<file path="src/rtl/align_shifter_seq_pkg.sv">
// Shared types and constants for the sequential alignment shifter.
package align_shifter_seq_pkg;

   typedef enum logic [1:0] {
      IDLE  = 2'd0,
      SHIFT = 2'd1,
      DONE  = 2'd2
   } state_t;

   localparam int W_DEF   = 24;
   localparam int SHW_DEF = 6;

   // Width of a counter that must hold values 0..w inclusive.
   function automatic int cnt_w(input int w);
      return $clog2(w + 1);
   endfunction

endpackage

</file>
<file path="src/rtl/align_shifter_seq_if.sv">
// Request/response handshake bundle for the alignment shifter.
interface align_shifter_seq_if
   import align_shifter_seq_pkg::*;
   #(parameter int W = W_DEF, parameter int SHW = SHW_DEF);

   logic           in_valid;
   logic           in_ready;
   logic [W-1:0]   data_in;
   logic [SHW-1:0] shamt;
   logic           out_valid;
   logic           out_ready;
   logic [W-1:0]   data_out;
   logic           sticky;
   logic           busy;

   // Producer/consumer side driving requests and accepting results.
   modport master (
      output in_valid, data_in, shamt, out_ready,
      input  in_ready, out_valid, data_out, sticky, busy
   );

   // Shifter side.
   modport slave (
      input  in_valid, data_in, shamt, out_ready,
      output in_ready, out_valid, data_out, sticky, busy
   );

endinterface

</file>
<file path="src/rtl/align_shifter_seq.sv">
// Bit-serial right shifter for significand alignment: one bit per cycle,
// shifted-out bits collected into a sticky flag, shift count capped at W.
module align_shifter_seq
   import align_shifter_seq_pkg::*;
   #(parameter int W = W_DEF, parameter int SHW = SHW_DEF)
   (
      input  logic              CLK,
      input  logic              Reset,
      align_shifter_seq_if.slave bus
   );

   localparam int CW = cnt_w(W);

   state_t          state;
   logic [W-1:0]    data_q;
   logic            sticky_q;
   logic [CW-1:0]   cnt_q;
   logic            in_ready_q;
   logic            out_valid_q;
   logic            busy_q;
   logic [CW-1:0]   cnt_load;

   // Saturate the requested shift at W: anything further only zeroes the data.
   always_comb begin
      cnt_load = '0;
      if (int'(bus.shamt) >= W) cnt_load = CW'(W);
      else                      cnt_load = CW'(bus.shamt);
   end

   // FSM plus datapath; handshake outputs are registered alongside the state.
   always_ff @(posedge CLK) begin
      if (Reset) begin
         state       <= IDLE;
         data_q      <= '0;
         sticky_q    <= 1'b0;
         cnt_q       <= '0;
         in_ready_q  <= 1'b1;
         out_valid_q <= 1'b0;
         busy_q      <= 1'b0;
      end else begin
         case (state)
            IDLE: begin
               if (bus.in_valid) begin
                  data_q     <= bus.data_in;
                  sticky_q   <= 1'b0;
                  cnt_q      <= cnt_load;
                  in_ready_q <= 1'b0;
                  busy_q     <= 1'b1;
                  if (cnt_load == '0) begin
                     state       <= DONE;
                     out_valid_q <= 1'b1;
                  end else begin
                     state <= SHIFT;
                  end
               end
            end
            SHIFT: begin
               if (cnt_q == '0) begin
                  // Unreachable in normal flow; finish without an extra shift.
                  state       <= DONE;
                  out_valid_q <= 1'b1;
               end else begin
                  data_q   <= data_q >> 1;
                  sticky_q <= sticky_q | data_q[0];
                  cnt_q    <= cnt_q - CW'(1);
                  if (cnt_q == CW'(1)) begin
                     state       <= DONE;
                     out_valid_q <= 1'b1;
                  end
               end
            end
            DONE: begin
               if (bus.out_ready) begin
                  state       <= IDLE;
                  out_valid_q <= 1'b0;
                  in_ready_q  <= 1'b1;
                  busy_q      <= 1'b0;
               end
            end
            default: begin
               state       <= IDLE;
               out_valid_q <= 1'b0;
               in_ready_q  <= 1'b1;
               busy_q      <= 1'b0;
            end
         endcase
      end
   end

   assign bus.in_ready  = in_ready_q;
   assign bus.out_valid = out_valid_q;
   assign bus.data_out  = data_q;
   assign bus.sticky    = sticky_q;
   assign bus.busy      = busy_q;

endmodule
</file>
<file path="src/flat_wrapper.sv">
// flat-port wrapper written by rule: the top's interface ports become plain ports
module align_shifter_seq_flat import align_shifter_seq_pkg::*;
#(parameter int W = W_DEF, parameter int SHW = SHW_DEF)
  (CLK, Reset, bus_in_valid, bus_data_in, bus_shamt, bus_out_ready, bus_in_ready, bus_out_valid, bus_data_out, bus_sticky, bus_busy);
  align_shifter_seq_if #(.W(W), .SHW(SHW)) bus_i ();
  input  logic CLK;
  input  logic Reset;
  input wire logic [$bits(bus_i.in_valid)-1:0] bus_in_valid;
  input wire logic [$bits(bus_i.data_in)-1:0] bus_data_in;
  input wire logic [$bits(bus_i.shamt)-1:0] bus_shamt;
  input wire logic [$bits(bus_i.out_ready)-1:0] bus_out_ready;
  output wire logic [$bits(bus_i.in_ready)-1:0] bus_in_ready;
  output wire logic [$bits(bus_i.out_valid)-1:0] bus_out_valid;
  output wire logic [$bits(bus_i.data_out)-1:0] bus_data_out;
  output wire logic [$bits(bus_i.sticky)-1:0] bus_sticky;
  output wire logic [$bits(bus_i.busy)-1:0] bus_busy;
  assign bus_i.in_valid = bus_in_valid;
  assign bus_i.data_in = bus_data_in;
  assign bus_i.shamt = bus_shamt;
  assign bus_i.out_ready = bus_out_ready;
  assign bus_in_ready = bus_i.in_ready;
  assign bus_out_valid = bus_i.out_valid;
  assign bus_data_out = bus_i.data_out;
  assign bus_sticky = bus_i.sticky;
  assign bus_busy = bus_i.busy;
  align_shifter_seq #(.W(W), .SHW(SHW)) u_core (.CLK(CLK), .Reset(Reset), .bus(bus_i));
endmodule
</file>
<file path="config.mk">
export PLATFORM = sky130hd
export DESIGN_NAME = align_shifter_seq_flat
export DESIGN_NICKNAME = d
export VERILOG_FILES = /design/src/rtl/align_shifter_seq_pkg.sv /design/src/rtl/align_shifter_seq_if.sv /design/src/rtl/align_shifter_seq.sv /design/src/flat_wrapper.sv
export SDC_FILE = /design/constraint.sdc
export NUM_CORES = 1
export LEC_CHECK = 0
export CAP_MARGIN = 10
export CORE_UTILIZATION = 45
export CTS_CLUSTER_SIZE = 40
export DETAILED_ROUTE_END_ITERATION = 8
export GPL_ROUTABILITY_DRIVEN = 0
export HOLD_SLACK_MARGIN = 0.1
export PLACE_DENSITY = 0.79
export SETUP_SLACK_MARGIN = 0.4
export SLEW_MARGIN = 20
export SYNTH_ARGS = -nofsm -noshare
export SYNTH_HDL_FRONTEND = slang
export SYNTH_SLANG_ARGS = --single-unit
</file>
<file path="constraint.sdc">
create_clock -name CLK -period 2.2 [get_ports CLK]
set_input_delay 0.44 -clock CLK [delete_from_list [all_inputs] [get_ports CLK]]
set_output_delay 0.44 -clock CLK [all_outputs]
set_load 0.02 [all_outputs]
</file>
==> impl_metrics.yaml, run 1 <==
yosys:
  synth_area_leaders: "dfxtp_1 (38%), a311oi_2 (19%), nand2_1 (9.8%), nor2_1 (6.9%), a21oi_1 (3.0%)"
  async_flop_share_pct: 0
  yosys.area.top_type: "dfxtp_1"
  synth_seq_area_share_pct: 38.10
  synth_area_um2: 1839
  synth_cells: 211
  synth_top_area_share_pct: 38.10
  synth_seq_cells: 35
  synth_warnings: 0
  ys_top_cells_by_count: "nand2_1 (48), dfxtp_1 (35), nor2_1 (34)"
  ys_types: 34
  avgSynthCellArea_um2: 8.717
  synth_edf_count: 0
  synth.most_common_cell: "nand2_1"
  syn_nets: 248
  ys.flop_type: "dfxtp_1"
route:
  finalWirelength_mm: 5.202
  vias: 1847
  drt_iter0_drc: 93
  viasPerCell: 5.648
  drc: 0
  drt_first_pass_iters: 4
  postRouteAntennaNets: 0
  wire_per_inst_um: 15.91
placed_design:
  dpl_cell_area_um2: 2456
  pre_cts_ws_ns: 0.09198
  hpwl_mm: 2.929
  portBuffers: 61
  place_inst: 310
floorplan:
  num_rows: 22
  core_um2: 3799
  fp.dieH_um: 65.93
  die_area_um2: 4347
  ioPinCount: 62
  fp.dieW_um: 65.93
  start_util_pct: 48.42
grt:
  gr-total-overflow: 0
  grt_pass1_wl_mm: 7.555
  first_global_vias: 1689
  grt_max_degree: 36
  grt_use_total_pct: 22.34
  antenna_found_initial: 0
min_path:
  hp-class: "flop to flop"
timing:
  fmax_mhz: 536.7
  hold_viol: 0
  fin_crit_ns: 1.863
  slew_headroom_pct: 40.71
  setup_slack_ns: 0.3368
  rsz0062_at_grt: "yes"
  setup_viol: 0
  finalCritPeriodShare_pct: 84.69
  fin_setup_tns_ns: 0
  hold_slack_ns: 0.4688
  drv_slew: 0
  worst_pin_slew_ns: 0.8894
  skew_ns: 0.003649
setup_path:
  endpoint_kind: "flop"
  max_stage_delay_ns: 0.46
  arrival_ns: 2.00
  worstPathCellList: "inv_4 > ha_4 > or4b_4 > a21o_4 > clkbuf_16 > nor2_2 > a211oi_2"
  startpoint_type: "flop"
  critPathKind: "flop to flop"
  crit_fanout: 8
  cpMaxStageDelayCell: "or4b_4"
  critPathTopFamily: "simple AND/OR/NAND/NOR gates"
  crit_required_ns: 2.33
  critPathBufInv: 2
clocking:
  cts_sinks: 35
  clock_path_buffers: 2
  cts_tree: "done"
  clkTransAtPathRegs_ns: 0.07
  htree_levels: 2
  ctsHoldBuffers: 0
  clk_latency_ns: 0.29
  numCtsBuffers: 5
  root_buffer: "clkbuf_8"
layout:
  drive_above_1_share_pct: 31.54
  diodes: 0
  instances_no_fill: 327
  areaGrowthSynthToFinish_pct: 56.12
  nets: 315
  design_area_um2: 2872
power:
  ir_worst_vdd_v: 0.0004445
  cellPowerDensity_nw_per_um2: 975.0
  p_leak_uw: 0.001047
outcome:
  status: "completed"
job:
  drv_cap: 0
[tightest hold or removal path, delay by kind of cell (launching register included)]
kind / cells / cell delay (ns)
DFF: 1 / 0.31
and+or+nand+nor: 1 / 0.06
AOI/OAI and AO/OA: 1 / 0.06
[cells in the final DEF, fill, tap and decap left out, types with 3 or more instances in the layout]
| master | Yosys | final |
|---|---|---|
| a21oi_1 | 11 | 10 |
| nor2_4 | 0 | 6 |
| dfxtp_1 | 35 | 32 |
| buf_4 | 0 | 10 |
| clkbuf_8 | 0 | 7 |
| nand2_1 | 48 | 48 |
| nor2_1 | 34 | 10 |
| a311oi_2 | 23 | 23 |
| a31oi_1 | 3 | 3 |
| o21ai_0 | 7 | 4 |
| nand2b_1 | 4 | 3 |
| clkdlybuf4s50_1 | 0 | 59 |
| nor2_2 | 0 | 18 |
| nor3_1 | 4 | 4 |
| clkbuf_16 | 0 | 3 |
[through the flow]
step / utilization (%) / total power, uW
floorplan: - / 1613
global placement: 64.66 / 1937
detailed placement: 64.66 / 1955
CTS: 69.43 / 2562
global route: 75.59 / 2947
finish: 75.59 / 2800
[worst paths after layout]
kind / depth (start not counted) / start / slack [ns] / end
max: 7 / u_core.cnt_q[0] / 0.34 / u_core.cnt_q[1]
min: 2 / u_core.bus.out_valid / 0.47 / u_core.bus.out_valid
max reg2reg: 7 / u_core.cnt_q[0] / 0.34 / u_core.cnt_q[1]
min reg2reg: 2 / u_core.bus.out_valid / 0.47 / u_core.bus.out_valid
[registers in the layout (all words and copies together) (netlist names)]
name / flops
u_core.bus.data_out: 24
u_core.bus.out_valid: 1
u_core.cnt_q: 5
u_core.bus.in_ready: 1
u_core.bus.busy: 1
u_core.state: 2
u_core.bus.sticky: 1
[area by class of cell]
type / instances / area, um^2
Timing Repair Buffer: 77 / 825.8
Inverter: 3 / 16.27
Sequential cell: 35 / 706.9
Tap cell: 48 / 60.06
Multi-Input combinational cell: 156 / 1162
Clock buffer: 8 / 100.1
Fill cell: 276 / 927.1
[cells by family after synthesis]
logic type,share of synthesized area (%)
AO/OA/AOI/OAI,27.48
adder cells (fa/ha/maj),2.041
buffers and inverters,7.687
flip-flops,38.10
AND/OR/NAND/NOR,24.69
[report_power, final]
part,switching (uW),leakage [uW],internal (uW)
sequential,152,0.000291,768
clock,229,0.0000515,286
combinational,681,0.000705,683
[routing by layer]
layer / global-route usage, % / share of wire [%] / vias to the layer above
li1: - / - / 881
met5: 0 / 0 / -
met2: 34.06 / 48 / 60
met3: 4.483 / 4.7 / 10
met4: 7.979 / 1.6 / 0
met1: 30.95 / 46 / 896
[what timing repair did]
item / CTS / global route
cloned: 1 / 3
pin swaps: 1 / 5
gates resized for setup: 16 / 40
hold endpoints to repair: 0 / 0
setup endpoints to repair: 28 / 31
setup buffers: 1 / 4
Power figures use the tool's default switching activity.
==> inputs of run 2 (changes only) <==
--- a/config.mk
+++ b/config.mk
@@ -6,12 +6,12 @@
 export NUM_CORES = 1
 export LEC_CHECK = 0
 export CAP_MARGIN = 10
-export CORE_UTILIZATION = 45
+export CORE_UTILIZATION = 41
 export CTS_CLUSTER_SIZE = 40
 export DETAILED_ROUTE_END_ITERATION = 8
 export GPL_ROUTABILITY_DRIVEN = 0
 export HOLD_SLACK_MARGIN = 0.1
-export PLACE_DENSITY = 0.79
+export PLACE_DENSITY = 0.76
 export SETUP_SLACK_MARGIN = 0.4
 export SLEW_MARGIN = 20
 export SYNTH_ARGS = -nofsm -noshare
==> constraint.sdc (replaced) <==
create_clock -name CLK -period 1.7 [get_ports CLK]
set_input_delay 0.34 -clock CLK [delete_from_list [all_inputs] [get_ports CLK]]
set_output_delay 0.34 -clock CLK [all_outputs]
set_load 0.02 [all_outputs]
==> run 2 against run 1 <==
- sequential share of layout area rose by 1.3 points
- highest routed layer unchanged
- the flow now finishes with violations (setup timing)
- count of clock-buffer cells in the layout is 2 lower
- critical endpoint is now u_core.bus.data_out[1]
- final area down 5.3%
- combinational power is 12% higher
- wire length decreased by 5.0%
- power up 25%
==> impl_metrics.yaml, run 2 (same netlist as run 1, synthesis figures left out) <==
outcome:
  status: "complete, but fails checks"
  violations: "setup timing"
job:
  drv_cap: 0
placed_design:
  hpwl_mm: 3.456
  place_inst: 327
  portBuffers: 61
route:
  postRouteAntennaNets: 0
  wire_per_inst_um: 14.70
  vias: 1837
  wl_met1_mm: 2.239
  viasPerCell: 5.467
  drc: 0
  dr.max_layer_used: "met4"
  wl_met2_mm: 2.283
  drt_first_pass_iters: 4
  drt_iter0_drc: 96
  finalWirelength_mm: 4.940
  met3_length_um: 370
timing:
  drv_slew: 0
  finalCritPeriodShare_pct: 102.4
  setup_viol: 25
  setup_slack_ns: -0.04145
  hold_slack_ns: 0.4171
  skew_ns: 0.004882
  slew_headroom_pct: 72.73
  fin_crit_ns: 1.741
  rsz0062_at_grt: "yes"
  fmax_mhz: 574.2
  hold_viol: 0
  worst_pin_slew_ns: 0.4091
grt:
  grt_max_degree: 25
  first_global_vias: 1715
  gr-total-overflow: 0
  grt_pass1_wl_mm: 7.700
  grt_use_total_pct: 21.83
  antenna_found_initial: 0
setup_path:
  endpoint_kind: "flop"
  max_stage_delay_ns: 0.48
  worstPathCellList: "inv_2 > ha_4 > or4b_4 > a21o_4 > buf_12 > a311oi_2"
  cpMaxStageDelayCell: "or4b_4"
  startpoint_type: "flop"
  crit_fanout: 22
  arrival_ns: 1.94
  critPathKind: "flop to flop"
  crit_required_ns: 1.90
floorplan:
  start_util_pct: 44.38
  num_rows: 23
  fp.dieH_um: 68.98
  core_um2: 4144
  ioPinCount: 62
  die_area_um2: 4758
  fp.dieW_um: 68.98
clocking:
  cts_tree: "done"
  clkTransAtPathRegs_ns: 0.08
  clock_path_buffers: 2
  root_buffer: "clkbuf_8"
  cts_sinks: 35
  ctsHoldBuffers: 0
  numCtsBuffers: 5
  clk_latency_ns: 0.29
  htree_levels: 2
power:
  p_int_uw: 2157
  ir_worst_vdd_v: 0.0007679
  clkPwrFrac_pct: 22.9
  power_frac_comb_pct: 44.0
  p_leak_uw: 0.001080
  power_switching_uw: 1330
  p_sw_share_pct: 38.13
  pwr-share-seq_pct: 33.1
  cellPowerDensity_nw_per_um2: 1283
  power_uw: 3487
min_path:
  hp-class: "primary input to flop"
layout:
  drive_above_1_share_pct: 45.10
  nets: 322
  layout_commonest_cell: "nand2_1"
  diodes: 0
  areaGrowthSynthToFinish_pct: 47.82
  fillCellCount: 371
  largest_reg_flops: 24
  instances_no_fill: 336
  layout_common_cells: "nand2_1 (48), dfxtp_1 (31), clkdlybuf4s50_1 (28), buf_2 (25), a311oi_2 (23)"
run 2: metal layers:
metal  global-route usage, %  vias to the layer above
met4                   6.888                        0
met5                       0                        -
met3                   4.276                        5
met2                   35.92                       73
met1                   28.44                      865
li1                        -                      894
run 2: layout make-up:
type	instances	area, um^2	share of cell area (%)
Sequential cell	35	705.7	25.95
Clock inverter	2	35.03	1.289
Timing Repair Buffer	84	691.9	25.45
Tap cell	50	62.56	2.301
Multi-Input combinational cell	156	1130	41.56
Inverter	3	11.26	0.4142
Clock buffer	6	82.58	3.037
run 2: final timing paths:
| path | slack [ns] | to | from | depth (start not counted) |
|---|---|---|---|---|
| max | -0.04 | u_core.bus.data_out[1] | u_core.cnt_q[0] | 6 |
| min | 0.42 | u_core.cnt_q[1] | bus_shamt[1] | 3 |
| max reg2reg | -0.04 | u_core.bus.data_out[1] | u_core.cnt_q[0] | 6 |
| min reg2reg | 0.47 | u_core.bus.out_valid | u_core.bus.out_valid | 2 |
run 2: per-stage QoR:
step / setup TNS [ns] / util [%] / worst slack (ns) / instance area (um^2)
floorplan: -0.1359 / - / -0.007245 / 1942
global route: -1.345 / 65.61 / -0.07435 / 2719
finish: -0.3652 / 65.61 / -0.04145 / 2719
CTS: -0.2283 / 68.18 / -0.01907 / 2825
global placement: -1.319 / 64.67 / -0.08157 / 2680
detailed placement: -2.386 / 64.67 / -0.1045 / 2680
run 2: worst max-delay path, delay by kind of cell, from the launching register on:
kind,cells,cell delay (ns)
buffers and inverters,2,0.24
adders and majority gates,1,0.14
and+or+nand+nor,1,0.48
DFF,1,0.33
AOI/OAI and AO/OA,2,0.46
run 2: power by group through the flow:
stage	Sequential [uW]	Combinational [uW]	Clock, uW
6_report	1150	1530	800
5_1_grt	1180	1650	843
4_1_cts	1150	1580	809
3_5_place_dp	1170	1590	0
3_3_place_gp	1160	1560	0
2_1_floorplan	1310	890	0
run 2: timing repair:
action,CTS,global route
gates resized for setup,109,24
endpoints found under the setup margin,61,53
buffers inserted,1,0
pin swaps,6,3
==> inputs of run 3 (changes only) <==
--- a/config.mk
+++ b/config.mk
@@ -5,6 +5,7 @@
 export SDC_FILE = /design/constraint.sdc
 export NUM_CORES = 1
 export LEC_CHECK = 0
+export ABC_AREA = 0
 export CAP_MARGIN = 10
 export CORE_UTILIZATION = 41
 export CTS_CLUSTER_SIZE = 40
==> results of run 3 <==
The final DEF is identical to that of run 2; final timing and power are the same.
